<file path="src/rtl/zx_vram_pkg.sv">
// Shared definitions for the screen-RAM arbiter: default widths and the CPU-side FSM encoding.
package zx_vram_pkg;
  localparam int AW_DEF  = 13;
  localparam int DW_DEF  = 8;
  localparam int STALL_W = 16;

  typedef enum logic [1:0] {
    IDLE    = 2'd0,
    RD_ACK  = 2'd1,
    FWD_ACK = 2'd2,
    WR_ACK  = 2'd3
  } state_t;
endpackage

</file>
<file path="src/rtl/vram_wbuf.sv">
// One-entry posted-write buffer; a load in the same cycle as a drain keeps the entry valid.
module vram_wbuf #(
  parameter int AW = 13,
  parameter int DW = 8
) (
  input  logic          clk,
  input  logic          reset,
  input  logic          load,
  input  logic          drain,
  input  logic [AW-1:0] load_addr,
  input  logic [DW-1:0] load_data,
  input  logic [AW-1:0] cmp_addr,
  output logic          wb_valid,
  output logic [AW-1:0] wb_addr,
  output logic [DW-1:0] wb_data,
  output logic          hit
);
  always_ff @(posedge clk) begin
    if (reset) begin
      wb_valid <= 1'b0;
      wb_addr  <= '0;
      wb_data  <= '0;
    end else if (load) begin
      wb_valid <= 1'b1;
      wb_addr  <= load_addr;
      wb_data  <= load_data;
    end else if (drain) begin
      wb_valid <= 1'b0;
    end
  end

  assign hit = wb_valid && (cmp_addr == wb_addr);
endmodule

</file>
<file path="src/rtl/vram_arbiter.sv">
// Single-port screen RAM arbiter: video reads always win, CPU reads take free slots or
// forward from the write buffer, posted CPU writes drain into whatever slot is left.
module vram_arbiter
  import zx_vram_pkg::*;
#(
  parameter int AW = AW_DEF,
  parameter int DW = DW_DEF
) (
  input  logic               clk,
  input  logic               reset,
  input  logic               vid_req,
  input  logic [AW-1:0]      vid_addr,
  output logic               vid_valid,
  output logic [DW-1:0]      vid_data,
  input  logic               cpu_req,
  input  logic               cpu_we,
  input  logic [AW-1:0]      cpu_addr,
  input  logic [DW-1:0]      cpu_wdata,
  output logic               cpu_ack,
  output logic [DW-1:0]      cpu_rdata,
  output logic [AW-1:0]      ram_addr,
  output logic               ram_we,
  output logic [DW-1:0]      ram_wdata,
  input  logic [DW-1:0]      ram_rdata,
  output logic [STALL_W-1:0] stall_cnt
);
  state_t        state, state_next;
  logic          wb_valid, wb_hit;
  logic [AW-1:0] wb_addr;
  logic [DW-1:0] wb_data;
  logic [DW-1:0] rd_q;
  logic          cpu_rd, cpu_wr, rd_miss, rd_grant, drain, wr_accept, stall;

  // CPU handshake: cpu_req is only looked at in IDLE; each ACK state is a single-cycle pulse.
  assign cpu_rd    = (state == IDLE) && cpu_req && !cpu_we;
  assign cpu_wr    = (state == IDLE) && cpu_req && cpu_we;
  assign rd_miss   = cpu_rd && !wb_hit;
  assign rd_grant  = rd_miss && !vid_req;
  assign drain     = wb_valid && !vid_req && !rd_miss;
  assign wr_accept = cpu_wr && (!wb_valid || drain);
  assign stall     = (rd_miss && vid_req) || (cpu_wr && !wr_accept);

  vram_wbuf #(.AW(AW), .DW(DW)) u_wbuf (
    .clk       (clk),
    .reset     (reset),
    .load      (wr_accept),
    .drain     (drain),
    .load_addr (cpu_addr),
    .load_data (cpu_wdata),
    .cmp_addr  (cpu_addr),
    .wb_valid  (wb_valid),
    .wb_addr   (wb_addr),
    .wb_data   (wb_data),
    .hit       (wb_hit)
  );

  always_comb begin
    state_next = IDLE;
    case (state)
      IDLE: begin
        if (cpu_rd && wb_hit) state_next = FWD_ACK;
        else if (rd_grant)    state_next = RD_ACK;
        else if (wr_accept)   state_next = WR_ACK;
        else                  state_next = IDLE;
      end
      default: state_next = IDLE;
    endcase
  end

  // Slot priority: video, then CPU read miss, then buffer drain.
  always_comb begin
    ram_addr  = wb_addr;
    ram_we    = 1'b0;
    ram_wdata = wb_data;
    if (vid_req)      ram_addr = vid_addr;
    else if (rd_miss) ram_addr = cpu_addr;
    else if (drain)   ram_we   = 1'b1;
  end

  always_ff @(posedge clk) begin
    if (reset) begin
      state     <= IDLE;
      vid_valid <= 1'b0;
      rd_q      <= '0;
      stall_cnt <= '0;
    end else begin
      state     <= state_next;
      vid_valid <= vid_req;
      if (cpu_rd && wb_hit) rd_q <= wb_data;
      if (stall && (stall_cnt != {STALL_W{1'b1}})) stall_cnt <= stall_cnt + 1'b1;
    end
  end

  assign vid_data  = ram_rdata;
  assign cpu_ack   = (state != IDLE);
  assign cpu_rdata = (state == RD_ACK) ? ram_rdata : rd_q;
endmodule

</file>
<file path="config.mk">
export PLATFORM = sky130hd
export DESIGN_NAME = vram_arbiter
export DESIGN_NICKNAME = d
export VERILOG_FILES = /design/src/rtl/zx_vram_pkg.sv /design/src/rtl/vram_wbuf.sv /design/src/rtl/vram_arbiter.sv
export SDC_FILE = /design/constraint.sdc
export NUM_CORES = 1
export LEC_CHECK = 0
export BUFFER_PORTS_ARGS = -buffer_cell sky130_fd_sc_hd__buf_2
export CORE_MARGIN = 2
export CORE_UTILIZATION = 25
export CTS_CLUSTER_SIZE = 30
export DETAILED_ROUTE_END_ITERATION = 10
export HOLD_SLACK_MARGIN = 0.03
export PLACE_DENSITY = 0.47
export SETUP_SLACK_MARGIN = 0.1
export SLEW_MARGIN = 20
export SYNTH_ARGS = -nofsm -noshare
export SYNTH_HDL_FRONTEND = slang
export SYNTH_SLANG_ARGS = --single-unit
export TNS_END_PERCENT = 50
</file>
<file path="constraint.sdc">
create_clock -name clk -period 4.91 [get_ports clk]
set_clock_uncertainty 0.2 [all_clocks]
set_input_delay 0.2455 -clock clk [delete_from_list [all_inputs] [get_ports clk]]
set_output_delay 0.2455 -clock clk [all_outputs]
set_load 0.1 [all_outputs]
</file>
; ---- Yosys cells after proc, flatten, opt, wreduce, memory -nomap -nowiden
; Index checks and enable logic that the tools add are counted.
[totals]
elab_cells = 50
in_bits = 47
ff_bits = 49
[op_classes]
muxes = 11
n_addsub = 1
reduce_logical = 26
eq_ne = 3
n_bitwise = 1
[ops]
columns = operator, n
row1 = 13-bit 2-to-1 mux, 2
row2 = 16-bit by 1-bit adder with 16-bit output (second input constant), 1
row3 = 16-bit != test (second input constant), 1
row4 = 13-bit equality test, 1
row5 = 1-bit logical AND, 13
row6 = 8-bit 2-to-1 mux, 1
row7 = 1-bit logical NOT, 6
row8 = 2-bit 2-to-1 mux, 3
row9 = 1-bit 2-to-1 mux, 5
row10 = 2-bit nonzero test, 2
row11 = 3-bit OR reduction, 1
row12 = 2-bit by 1-bit equality test with 1-bit output (second input constant), 1
row13 = 2-bit logical NOT, 1
row14 = 1-bit logical OR, 2
row15 = 2-bit OR reduction, 1
row16 = 1-bit inverter, 1

; ---- Depth between registers and ports, before layout
; Gate-level depths: netlist (run 1).
[logic_depth]
depth_word = 12
depth_mapped = 7
ltp_nobuf = 5

; ---- By module
; Synthesis (run 1) repeated with hierarchy kept, for this count alone.
[hier_totals]
hier_cells = 290
area_unflattened_um2 = 2692.6
[by_module_without_submodules]
columns = mod, instances, cells_each, area_per_inst_um2, seq_area_each_um2
row1 = vram_arbiter, 1, 200, 1764.2, 540.5
row2 = vram_wbuf, 1, 90, 928.4, 440.4

; ---- Worst setup path after synthesis (run 1)
; Ideal clock, no wire load.
[synth_path]
kind = reg2out
startpoint = register state[1]
endpoint = output port ram_addr[6]
required_time_ns = 4.464
stages_incl_launch_ff = 6
arrival_time_ns = 3.414
slack_ns = 1.050
path_cell_list = dfxtp_1 -> or3b_4 -> nor2_1 -> buf_2 -> mux2i_1 -> o21ai_0
[synth_via]
elab_chain_cells = 6
[synth_rtl]
columns = element, line
row1 = from (decl), vram_arbiter.sv:27  ; state_t state, state_next;
row2 = from (signal assigned), vram_arbiter.sv:87  ; state <= state_next;
row3 = 2-bit logical NOT, vram_arbiter.sv:35  ; assign cpu_rd = (state == IDLE) && cpu_req && !cpu_we;
row4 = 1-bit logical AND (2 in series), vram_arbiter.sv:35
row5 = 1-bit logical AND, vram_arbiter.sv:37  ; assign rd_miss = cpu_rd && !wb_hit;
row6 = 13-bit 2-to-1 mux, vram_arbiter.sv:76  ; else if (rd_miss) ram_addr = cpu_addr;
row7 = 13-bit 2-to-1 mux, vram_arbiter.sv:75  ; if (vid_req) ram_addr = vid_addr;
row8 = to (decl), vram_arbiter.sv:21  ; output logic [AW-1:0] ram_addr,
; No other way between the ends.

; ---- Worst setup path in the final report (run 1)
[layout_path]
startpoint = input port cpu_addr[6]
endpoint = output port ram_addr[12]
[layout_via]
elab_chain_cells = 6
[layout_rtl]
columns = element, line
row1 = from (decl), vram_arbiter.sv:17  ; input logic [AW-1:0] cpu_addr,
row2 = 13-bit equality test, vram_wbuf.sv:32  ; assign hit = wb_valid && (cmp_addr == wb_addr);
row3 = 1-bit logical AND, vram_wbuf.sv:32
row4 = 1-bit logical NOT, vram_arbiter.sv:37
row5 = 1-bit logical AND, vram_arbiter.sv:37
row6 = 13-bit 2-to-1 mux, vram_arbiter.sv:76
row7 = 13-bit 2-to-1 mux, vram_arbiter.sv:75
; No other way between the ends.

==> results by stage, run 1 <==
Floorplanning:
- The number of placement rows is 38.
- The initial core utilization is 25.40%.
- The die width is 108.5 um.
- The y dimension of the die is 108.5 um.
- The die covers 11,770 um^2.
- 103 I/O pins were placed.
- The core region is 10,750 um^2.

Worst setup path:
- Data on the critical path is required at its endpoint by 4460 ps.
- The type of origin of the critical path is an input port.
- Data on the critical path arrives at its endpoint at 3140 ps.
- The peak fanout along the critical path is 11.
- The path type of the worst setup path is input port to output port.
- The worst setup path is captured at an output port.

Clock tree:
- The longest clock path from root to sink contains 2 buffers.
- The clock root buffer master is clkbuf_8.
- The number of buffers added by the clock tree synthesis step is 5.
- At the later pin of the worst-skew pair, clock insertion delay measures 310 ps.
- TritonCTS built the clock tree.
- After clock tree synthesis, the clock-pin slew on the worst setup and hold paths is 100 ps.
- The H-tree generated during clock tree synthesis spans 2 levels.
- The count of clock tree sinks is 49.

Routing:
- Detailed routing inserted a total of 2,748 vias.
- The total detailed-routing wirelength is 7522 um.
- The number of DRC markers in iteration 0 is 71.
- After detailed routing, the number of remaining DRC violations is 0.
- Dividing the detail-routed wire length by the instance count gives 12.81 um.
- The detail route stage leaves a number of antenna-violating nets equal to 0.
- The number of iterations in the first detailed-routing pass is 4.
- After detailed routing, the number of vias per cell comes to 4.681.

Placed design:
- The number of I/O port buffers is 102.
- The HPWL reported at the end of detailed placement is 5248 um.
- Summing all placed instances gives a cell area of 3306 um^2.
- The post-placement worst setup slack is 1816 ps.
- The placer's final routability congestion estimate is 0.7461.

GRT:
- The number of antenna violations at the first check in global routing came to 0.
- Entering global routing, the biggest net connects 58 pins.
- For this run the aggregate overflow at the end of global routing stands at 0.
- In the global route stage, overall resource usage came out at 12.54%.
- The first global-routing pass estimated 11,740 um of wire.
- The via count of the first global-routing pass is 2,388.

Yosys:
- After synthesis the cells add up to 2729 um^2.
- The synthesized design contains 0 enable-type register cells.
- A synthesized cell averages 7.979 um^2.
- The number of storage elements in the synthesis netlist is 49.
- The number of nets produced by synthesis is 390.
- Sequential elements use 35.95% of the synthesized area.
- The commonest register cell after synthesis is dfxtp_1.
- The synthesis warning total is 0.
- The post-synthesis instance total is 342.
- Synthesis instantiated 40 different standard cells from the library.
- The fraction of registers with async set or reset after synthesis is 0%.

STA:
- Timing would allow up to 0.2786 GHz.
- The count of endpoints failing hold in the final timing report was 0.
- The relative slew slack is 33.32%.
- Setup repair after global routing left no endpoint under its margin.
- The total negative slack is 0 ps.
- The final-report max-slew violation count is 0.
- Once routing completed, OpenROAD measured the worst setup slack at 1321 ps.
- The worst path in the final design needs a cycle of 3589 ps, including I/O delays and setup.
- Across all hold checks on the routed design, the worst slack comes to 240.4 ps.
- The worst-margin pin slew is 997.4 ps.
- The setup-violating endpoint count in the final report is 0.
- The final worst-path cycle share is 73.09%.

Power and ir drop:
- The total leakage power is 1.511 nW.
- Net switching is 39.80% of the power.
- The fraction of power consumed by the clock network is 25.5%.
- Of the total power, registers draw 43.3%.
- The worst-case IR drop observed on VDD is 114.5 uV.
- Combinational cells account for 31.2% of the total power.
- The total internal power is 0.5831 mW.
- Dividing total power by cell area gives a power density of 267.8 nW/um^2.
- The net switching component of the power is 0.3856 mW.

Layout:
- The total of fill cells in the finished design is 1,184.
- The sequential cell area in the final layout is 980.9 um^2.
- For this run, the post-layout net count is 494.
- The synthesis-to-finish area growth is 32.55%.
- 0 antenna diodes ended up in the layout.
- The area of the multi-input gates is 1614 um^2.
- In the final layout, the share of cells above drive strength 1 is 28.64%.
- The finished cells cover 3617 um^2.

Job:
- Across the run, the number of max-cap violations was 0.

Worst hold path:
- In this run the worst hold path is classified as input port to flop.

Run status:
- The flow ran to the end, and the final reports show no timing, DRC or antenna violations.
[cells by family (layout without fill, tap and decap cells)]
kind of cell | after synthesis | in the layout | share of synthesized area, %
compound gates | 78 | 78 | 16.74
flops | 49 | 49 | 35.95
fa+ha+maj | 1 | 1 | 0.4584
buf+inv | 33 | 138 | 6.052
xor+xnor | 13 | 13 | 4.172
simple gates | 140 | 140 | 25.68
mux | 28 | 28 | 10.96
[power groups by stage]
stage | clock network [mW] | registers, mW | logic, mW
finish | 0.247 | 0.419 | 0.302
global route | 0.280 | 0.421 | 0.321
CTS | 0.265 | 0.419 | 0.304
detailed placement | 0 | 0.429 | 0.291
global placement | 0 | 0.428 | 0.289
floorplan | 0 | 0.458 | 0.205
[worst max-delay path: stages]
cell,delay (ps)
dlygate4sd3_1,530
buf_2,140
xnor2_1,150
nand4_1,320
o41ai_4,990
mux2i_1,160
o21ai_0,160
buf_2,440
[worst paths after layout]
check / from / endpoint / slack (ps) / cells past startpoint
worst max-delay path: cpu_addr[6] / ram_addr[12] / 1320 / 8
worst min-delay path: reset / stall_cnt[0]$_SDFFE_PP0P_ / 240 / 2
worst min register to register: u_wbuf.wb_data[7]$_SDFFE_PP0P_ / u_wbuf.wb_data[7]$_SDFFE_PP0P_ / 280 / 2
worst max register to register: u_wbuf.wb_addr[2]$_SDFFE_PP0P_ / u_wbuf.wb_valid$_SDFFE_PP0P_ / 2500 / 5
[stage by stage]
stage	power, mW	instances	utilization (%)
2_1_floorplan	0.6630	342	-
3_3_place_gp	0.7172	558	30.69
3_5_place_dp	0.7198	558	30.76
4_1_cts	0.9889	587	33.56
5_1_grt	1.022	587	33.66
6_report	0.9687	587	33.66
[area by class of cell]
cell class / count / area share, %
inverter: 5 / 0.5189
sequential: 49 / 27.12
clock inverter: 3 / 0.5880
timing repair buffer: 125 / 20.41
multi-input combinational: 260 / 44.62
tap: 140 / 4.843
clock buffer: 5 / 1.902
[state kept, by name, summed over array words and instances, names as in the netlist]
register / count
state: 2
rd_q: 8
u_wbuf.wb_addr: 13
u_wbuf.wb_data: 8
u_wbuf.wb_valid: 1
vid_valid: 1
stall_cnt: 16
[synth_stat cells (all sizes together), types with 2 or more instances]
cell type	number	share of area (%)
nand3	17	3.1
nor2	13	1.8
and3	4	0.92
mux2	15	6.2
o211ai	2	0.55
dfxtp	49	36
nor2b	9	2.1
xnor2	13	4.2
mux2i	13	4.8
o21ai	23	4.2
clkbuf	14	1.9
o41ai	2	0.92
nand4	7	1.6
inv	5	0.69
nand2	65	8.9
buf	14	3.4
o31ai	8	2.4
nor3	2	0.37
nor4	8	2.6
or4	8	2.2
a21oi	40	7.3
[cells in the final DEF (no fill, tap or decap), types with 2 or more instances in the layout]
master         netlist  layout
buf_2                3     101
nand2_1             65      65
dfxtp_1             49      49
a21oi_1             40      39
dlygate4sd3_1        0      21
o21ai_1             18      18
nand3_1             17      17
xnor2_1             13      13
nor2_1              13      13
mux2i_1             13      13
nor2b_1              9       9
mux2_2               8       8
or4_1                8       8
nand4_1              7       7
o31ai_1              7       7
mux2_1               7       7
nor4_1               6       6
o21ai_0              5       5
inv_1                5       5
clkbuf_8             0       5
and3_1               4       4
buf_4               10       3
o211ai_1             2       2
nor3_1               2       2
[per-layer routing]
layer / global-route usage [%] / vias up / wire, um
met4: 3.755 / 0 / 71
met2: 20.58 / 78 / 3398
li1: - / 1416 / -
met3: 1.869 / 6 / 346
met1: 16.93 / 1248 / 3706
met5: 0 / - / 0
[what timing repair did]
action | CTS | global route
hold endpoints to repair | 21 | 0
setup endpoints to repair | 0 | 0
setup buffers | 0 | 0
gates resized for setup | 0 | 0
hold buffers | 21 | 0
Power figures use the tool's default switching activity.
==> inputs of run 2 (changes only) <==
Settings changed: PLACE_DENSITY 0.47 to 0.49.
Clock period 4.91 ns to 3.27 ns, I/O delays scaled along.
==> results by stage, run 2 (same netlist as run 1, synthesis figures left out) <==
Worst setup path:
- Cells along the critical path: dlygate4sd3_1, buf_2, xnor2_1, nand4_1, o41ai_4, buf_4, and3_1, buf_2 (was dlygate4sd3_1, buf_2, xnor2_1, nand4_1, o41ai_4, mux2i_1, o21ai_0, buf_2).
- The peak fanout along the critical path is 11 (unchanged).
- The cell family contributing the most delay on the critical path is buffers and inverters (was compound AO/OA/AOI/OAI gates).
- The data required time of the critical path is 2910 ps (was 4460 ps).
- The count of buffering cells on the critical path with inverters included is 4 (was 3).
- The worst reg2reg path endpoint is stall_cnt[5]$_SDFFE_PP0P_ (was u_wbuf.wb_valid$_SDFFE_PP0P_).
- The register-to-register setup slack is 930 ps (was 2500 ps).
- The type of element capturing the critical path was an output port (unchanged).
- The data arrival time of the critical path is 2640 ps (was 3140 ps).
- The most numerous cell on the critical path is buf_2 (unchanged).
- The launch point of the worst path was cpu_addr[2] (was cpu_addr[6]).
- The type of origin of the critical path is an input port (unchanged).
- The slowest library cell on the worst path was dlygate4sd3_1 (was o41ai_4).
- The source of the worst register-to-register timing path is state[1]$_SDFF_PP0_ (was u_wbuf.wb_addr[2]$_SDFFE_PP0P_).
- The path type of the worst setup path is input port to output port (unchanged).
- The longest individual stage delay on the worst path came to 530 ps (was 990 ps).
- The number of cells traversed by the worst register-to-register path came to 6 (was 5).

Clock tree:
- The hold buffer count at CTS is 22 (was 21).
- The buffer depth of the longest clock path is 2 (unchanged).
- The worst-skew pair later-pin latency came to 310 ps (about the same).
- The post-cts resize count was 0 (unchanged).
- The count of clock tree sinks is 49 (unchanged).
- The number of buffers added by the clock tree synthesis step is 5 (unchanged).
- The count of buffers added by post-CTS timing repair for setup is 0 (unchanged).
- The clock root buffer master is clkbuf_8 (unchanged).
- The clock tree from TritonCTS is built (unchanged).
- The clock-pin slew of the registers on the worst-case setup and hold paths is 100 ps (about the same).
- The number of H-tree levels is 2 (unchanged).

GRT:
- The global-route wire length before repair is 12,380 um (was 11,740 um).
- The all-layer global routing usage is 13.26% (was 12.54%).
- The sum of overflow across all layers after global routing is 0 (unchanged).
- The largest net degree at the start of global routing was 39 (was 58).
- The met1 usage came to 15.90% (was 16.93%).
- The global routing usage on met2 is 23.71% (was 20.58%).
- The via count of the first global-routing pass is 2,588 (was 2,388).
- The number of antenna violations at the first check in global routing came to 0 (unchanged).
- The routing usage on met3 is 2.351% (was 1.869%).
- The most congested layer reported by global routing is met2 (unchanged).

Routing:
- The number of DRC markers in iteration 0 came to 82 (was 71).
- The vias after detailed routing is 2,778 (was 2,748).
- The routed via count divided by cell count is 4.669 (was 4.681).
- The total detailed-routing wirelength is 7715 um (was 7522 um).
- The remaining design rule violation count is 0 (unchanged).
- The detailed-route wire length per cell is 12.97 um (was 12.81 um).
- The number of iterations in the first detailed-routing pass is 4 (unchanged).
- The count of antenna-violating nets left after detailed routing was 0 (unchanged).

Floorplanning:
- The die width was 108.5 um (unchanged).
- The number of placement rows came to 38 (unchanged).
- The floorplan core area is 10,750 um^2 (unchanged).
- The area of the die was 11,770 um^2 (unchanged).
- The I/O pin count is 103 (unchanged).
- The initial core utilization is 25.40% (unchanged).
- The y dimension of the die is 108.5 um (unchanged).

Layout:
- The final standard cell utilization of the core is 35.58% (was 33.66%).
- The number of flip-flops in the largest register came to 16 (unchanged).
- The register name with the most flops is stall_cnt (unchanged).
- The total of fill cells in the finished design came to 1,155 (was 1,184).
- The final net count is 502 (was 494).
- The antenna diode count came to 0 (unchanged).
- Most used cells in the layout excluding fill and tap cells: buf_2, nand2_1, dfxtp_1 (unchanged).
- The area of the multi-input gates is 1605 um^2 (was 1614 um^2).
- Largest registers: stall_cnt x16, u_wbuf.wb_addr x13 (unchanged).
- The synthesis-to-finish area growth is 40.12% (was 32.55%).
- The share of post-route cells with drive strength above 1 is 30.11% (was 28.64%).
- The sequential cell area in the final layout was 980.9 um^2 (unchanged).
- The most common cell after layout, fill and taps aside is buf_2 (unchanged).

Worst hold path:
- The hold path depth was 5 (was 2).
- The launch point of the worst hold path is cpu_we (was reset).
- The end point of the most critical hold path is stall_cnt[10]$_SDFFE_PP0P_ (was stall_cnt[0]$_SDFFE_PP0P_).
- The type of the most critical hold path is input port to flop (unchanged).

Placed design:
- The HPWL reported at the end of detailed placement came to 5528 um (was 5248 um).
- The placer's final routability congestion estimate is 0.7676 (was 0.7461).
- The number of I/O port buffers was 102 (unchanged).

STA:
- Based on the critical path, the design can be clocked at up to 0.3324 GHz.
- The final critical path takes up 91.99% of the cycle.
- The total negative slack is 0 ps (unchanged).
- The final-report max-slew violation count is 0 (unchanged).
- The count of endpoints failing hold in the final timing report was 0 (unchanged).
- For the finished layout, the period the worst path requires is 3008 ps.
- The setup-violating endpoint count in the final report is 0 (unchanged).
- Setup repair after global routing missed its margin: false (unchanged).
- The worst-margin pin slew is 858.4 ps (was 997.4 ps).
- The relative slew slack was 42.66% (was 33.32%).
- The worst hold margin came to 209.0 ps (was 240.4 ps).

Run status:
- Run status: finished clean (unchanged).

Power and ir drop:
- The fraction of power consumed by the clock network is 25.5% (about the same).
- The part of the power in combinational logic came to 33.0% (was 31.2%).
- The total internal power is 0.9172 mW (was 0.5831 mW).
- The worst ir drop on vdd came to 167.4 uV (was 114.5 uV).
- The switching part of the total is 39.58% (was 39.80%).
- The net switching component of the power is 0.6008 mW (was 0.3856 mW).
- The power per unit of standard cell area is 397.0 nW/um^2 (was 267.8 nW/um^2).
- The total leakage power is 1.589 nW (was 1.511 nW).
- The sequential fraction of design power was 41.5% (was 43.3%).

Job:
- The number of maximum-capacitance constraint violations is 0 (unchanged).
## run 2: final cells by class
class                   instances  share of cell area, %
clock inverters                 3                 0.6872
repair buffers                133                  24.80
multi-input cells             260                  41.98
flip-flops and latches         49                  25.65
well taps                     140                  4.581
clock buffers                   5                  1.800
inverters                       5                 0.4908
## run 2: worst register-to-register path: stages, from the launching register on
cell and delay, ps:
dfxtp_1 350, or3b_4 420, a211oi_4 260, o31ai_2 160, buf_4 210, nor4_1 290, mux2_1 350
## run 2: per-layer routing
layer	vias up	share of wire [%]
li1	1426	-
met1	1277	45
met2	65	49
met3	10	4.6
met4	0	1.6
met5	-	0
## run 2: metrics by stage
stage / power [mW] / instance area (um^2) / setup slack, ps / instances
after floorplan: 0.9976 / 2736 / 74.00 / 342
after global placement: 1.123 / 3508 / 799.7 / 565
after detailed placement: 1.126 / 3508 / 714.6 / 565
after CTS: 1.539 / 3824 / 276.6 / 595
after global routing: 1.592 / 3824 / 160.2 / 595
final: 1.518 / 3824 / 261.8 / 595
## run 2: how the worst max path moves through the flow
stage                   endpoint  slack [ps]  depth (start not counted)
floorplan           ram_addr[11]          70                          6
global placement          ram_we         800                          6
detailed placement   ram_addr[9]         710                          7
CTS                       ram_we         280                          8
global route              ram_we         160                          8
finish                    ram_we         260                          8
## run 2: power groups by stage
stage	Sequential [mW]	Combinational [mW]	Clock (mW)
floorplan	0.688	0.310	0
global placement	0.643	0.479	0
detailed placement	0.643	0.482	0
CTS	0.630	0.504	0.406
global route	0.633	0.528	0.431
finish	0.629	0.502	0.387
==> inputs of run 3 (changes only) <==
Settings changed: PLACE_DENSITY 0.49 to 0.47.
Clock period 3.27 ns to 3.5 ns, I/O delays scaled along.
==> results by stage, run 3 (same netlist as run 1, synthesis figures left out) <==
Run status:
- Run status: finished clean (unchanged).

Layout:
- The number of flip-flops in the largest register was 16 (unchanged).
- The total of fill cells in the finished design is 1,157 (was 1,155).
- The final net count was 498 (was 502).
- The register name with the most flops is stall_cnt (unchanged).
- The final standard cell utilization of the core is 35.28% (was 35.58%).
- The cell area after layout is 3791 um^2 (was 3824 um^2).
- The antenna diode count came to 0 (unchanged).
- The share of post-route cells with drive strength above 1 was 29.05% (was 30.11%).
- The synthesis-to-finish area growth is 38.93% (was 40.12%).
- Most used cells in the layout excluding fill and tap cells: buf_2, nand2_1, dfxtp_1 (unchanged).
- The most common cell after layout, fill and taps aside is buf_2 (unchanged).
- Largest registers: stall_cnt x16, u_wbuf.wb_addr x13 (unchanged).

Routing:
- The remaining design rule violation count was 0 (unchanged).
- The count of antenna-violating nets left after detailed routing was 0 (unchanged).
- The vias after detailed routing came to 2,726 (was 2,778).
- The number of DRC markers in iteration 0 is 123 (was 82).
- The total detailed-routing wirelength was 7565 um (was 7715 um).
- The routed via count divided by cell count came to 4.613 (was 4.669).
- The number of iterations in the first detailed-routing pass is 4 (unchanged).
- The detailed-route wire length per cell is 12.80 um (was 12.97 um).

Clock tree:
- The post-cts resize count is 0 (unchanged).
- The count of buffers added by post-CTS timing repair for setup was 0 (unchanged).
- The clock-pin slew of the registers on the worst-case setup and hold paths is 90 ps (was 100 ps).
- The number of H-tree levels was 2 (unchanged).
- The buffer depth of the longest clock path was 2 (unchanged).
- The number of buffers added by the clock tree synthesis step is 5 (unchanged).
- The worst-skew pair later-pin latency is 310 ps (about the same).
- The count of clock tree sinks is 49 (unchanged).
- The clock root buffer master is clkbuf_8 (unchanged).
- The clock tree from TritonCTS is built (unchanged).

STA:
- The final-report max-slew violation count is 0 (unchanged).
- After layout, the minimum clock period comes to 3030 ps.
- The highest clock rate is 0.3300 GHz.
- The total negative slack is 0 ps (unchanged).
- The worst-margin pin slew is 1024 ps (was 858.4 ps).
- The setup-violating endpoint count in the final report was 0 (unchanged).
- The relative slew slack is 31.16% (was 42.66%).
- The final worst setup slack is 469.9 ps (was 261.8 ps).
- The count of endpoints failing hold in the final timing report is 0 (unchanged).
- Setup repair after global routing missed its margin: false (unchanged).
- The final worst-path cycle share is 86.57%.

Worst setup path:
- The type of element capturing the critical path is an output port (unchanged).
- The cell family contributing the most delay on the critical path was buffers and inverters (unchanged).
- The most numerous cell on the critical path is buf_2 (unchanged).
- The launch point of the worst path is cpu_addr[6] (was cpu_addr[2]).
- The data arrival time of the critical path is 2660 ps (was 2640 ps).
- The path type of the worst setup path is input port to output port (unchanged).
- The longest individual stage delay on the worst path is 540 ps (was 530 ps).
- The count of buffering cells on the critical path with inverters included was 4 (unchanged).
- The slowest library cell on the worst path is dlygate4sd3_1 (unchanged).
- The peak fanout along the critical path was 11 (unchanged).
- The source of the worst register-to-register timing path is u_wbuf.wb_addr[0]$_SDFFE_PP0P_ (was state[1]$_SDFF_PP0_).
- The type of origin of the critical path is an input port (unchanged).
- The data required time of the critical path is 3120 ps (was 2910 ps).
- Cells along the critical path: dlygate4sd3_1, buf_2, xnor2_1, nand4_1, o41ai_4, buf_4, and3_1, buf_2 (unchanged).

Worst hold path:
- The type of the most critical hold path is input port to flop (unchanged).
- The launch point of the worst hold path is reset (was cpu_we).

GRT:
- The sum of overflow across all layers after global routing is 0 (unchanged).
- The largest net degree at the start of global routing is 58 (was 39).
- The all-layer global routing usage is 12.83% (was 13.26%).
- The number of antenna violations at the first check in global routing was 0 (unchanged).
- The via count of the first global-routing pass came to 2,466 (was 2,588).
- The global-route wire length before repair is 11,940 um (was 12,380 um).

Power and ir drop:
- The worst ir drop on vdd is 149.4 uV (was 167.4 uV).
- The power per unit of standard cell area came to 367.1 nW/um^2 (was 397.0 nW/um^2).
- The total leakage power is 1.578 nW (was 1.589 nW).

Placed design:
- The number of I/O port buffers is 102 (unchanged).
- The placed standard-cell area was 3471 um^2 (was 3508 um^2).
- The placer's final routability congestion estimate is 0.6986 (was 0.7676).
- The post-placement worst setup slack came to 948.2 ps (was 714.6 ps).
- The HPWL reported at the end of detailed placement is 5354 um (was 5528 um).

Floorplanning:
- The floorplan core area came to 10,750 um^2 (unchanged).
- The number of placement rows is 38 (unchanged).
- The I/O pin count is 103 (unchanged).
- The area of the die is 11,770 um^2 (unchanged).
- The initial core utilization is 25.40% (unchanged).
- The y dimension of the die is 108.5 um (unchanged).
- The die width was 108.5 um (unchanged).

Job:
- The number of maximum-capacitance constraint violations is 0 (unchanged).
==> run 3: changes by cell type in the layout (fill, tap and decap cells not counted), sizes merged <==
cell | before | now
clkinvlp | 2 | 0
clkinv | 0 | 2
buf | 111 | 108
inv | 6 | 5
dlygate4sd3 | 22 | 21
clkbuf | 5 | 6
==> run 3: final timing paths <==
path / slack, ps / to / cells past startpoint
max: 470 / ram_we / 8
min: 180 / u_wbuf.wb_addr[6]$_SDFFE_PP0P_ / 2
max reg2reg: 1040 / u_wbuf.wb_valid$_SDFFE_PP0P_ / 5
min reg2reg: 280 / u_wbuf.wb_data[7]$_SDFFE_PP0P_ / 2
==> run 3: what timing repair did <==
item | CTS | global route
hold buffers | 21 | 0
setup endpoints to repair | 0 | 0
endpoints found under the hold margin | 21 | 0
==> run 3: stage by stage <==
stage	power, mW	std cells	hold slack, ps
after floorplan	0.9304	342	111.0
after global placement	1.046	561	223.5
after detailed placement	1.048	561	222.2
after CTS	1.415	590	215.9
after global routing	1.459	591	191.6
final	1.392	591	176.2
==> run 3: cell type report <==
cell class	instances	area [um^2]	share of cell area [%]
inverters	5	18.77	0.4950
clock buffers	6	72.57	1.914
well taps	140	175.2	4.620
multi-input cells	260	1598	42.15
flip-flops and latches	49	980.9	25.87
repair buffers	129	935.9	24.69
clock inverters	2	10.01	0.2640
==> run 3: per-layer routing <==
layer,global-route usage (%),up-vias,wire length [um]
met5,0,-,0
met4,4.579,0,80
met3,2.773,4,529
met2,20.40,91,3370
met1,17.07,1203,3585
li1,-,1428,-
==> run 3: where the power goes <==
part           total (mW)  switching (mW)  internal (mW)
clock network       0.338           0.199          0.139
logic               0.466           0.329          0.137
registers           0.587          0.0140          0.573
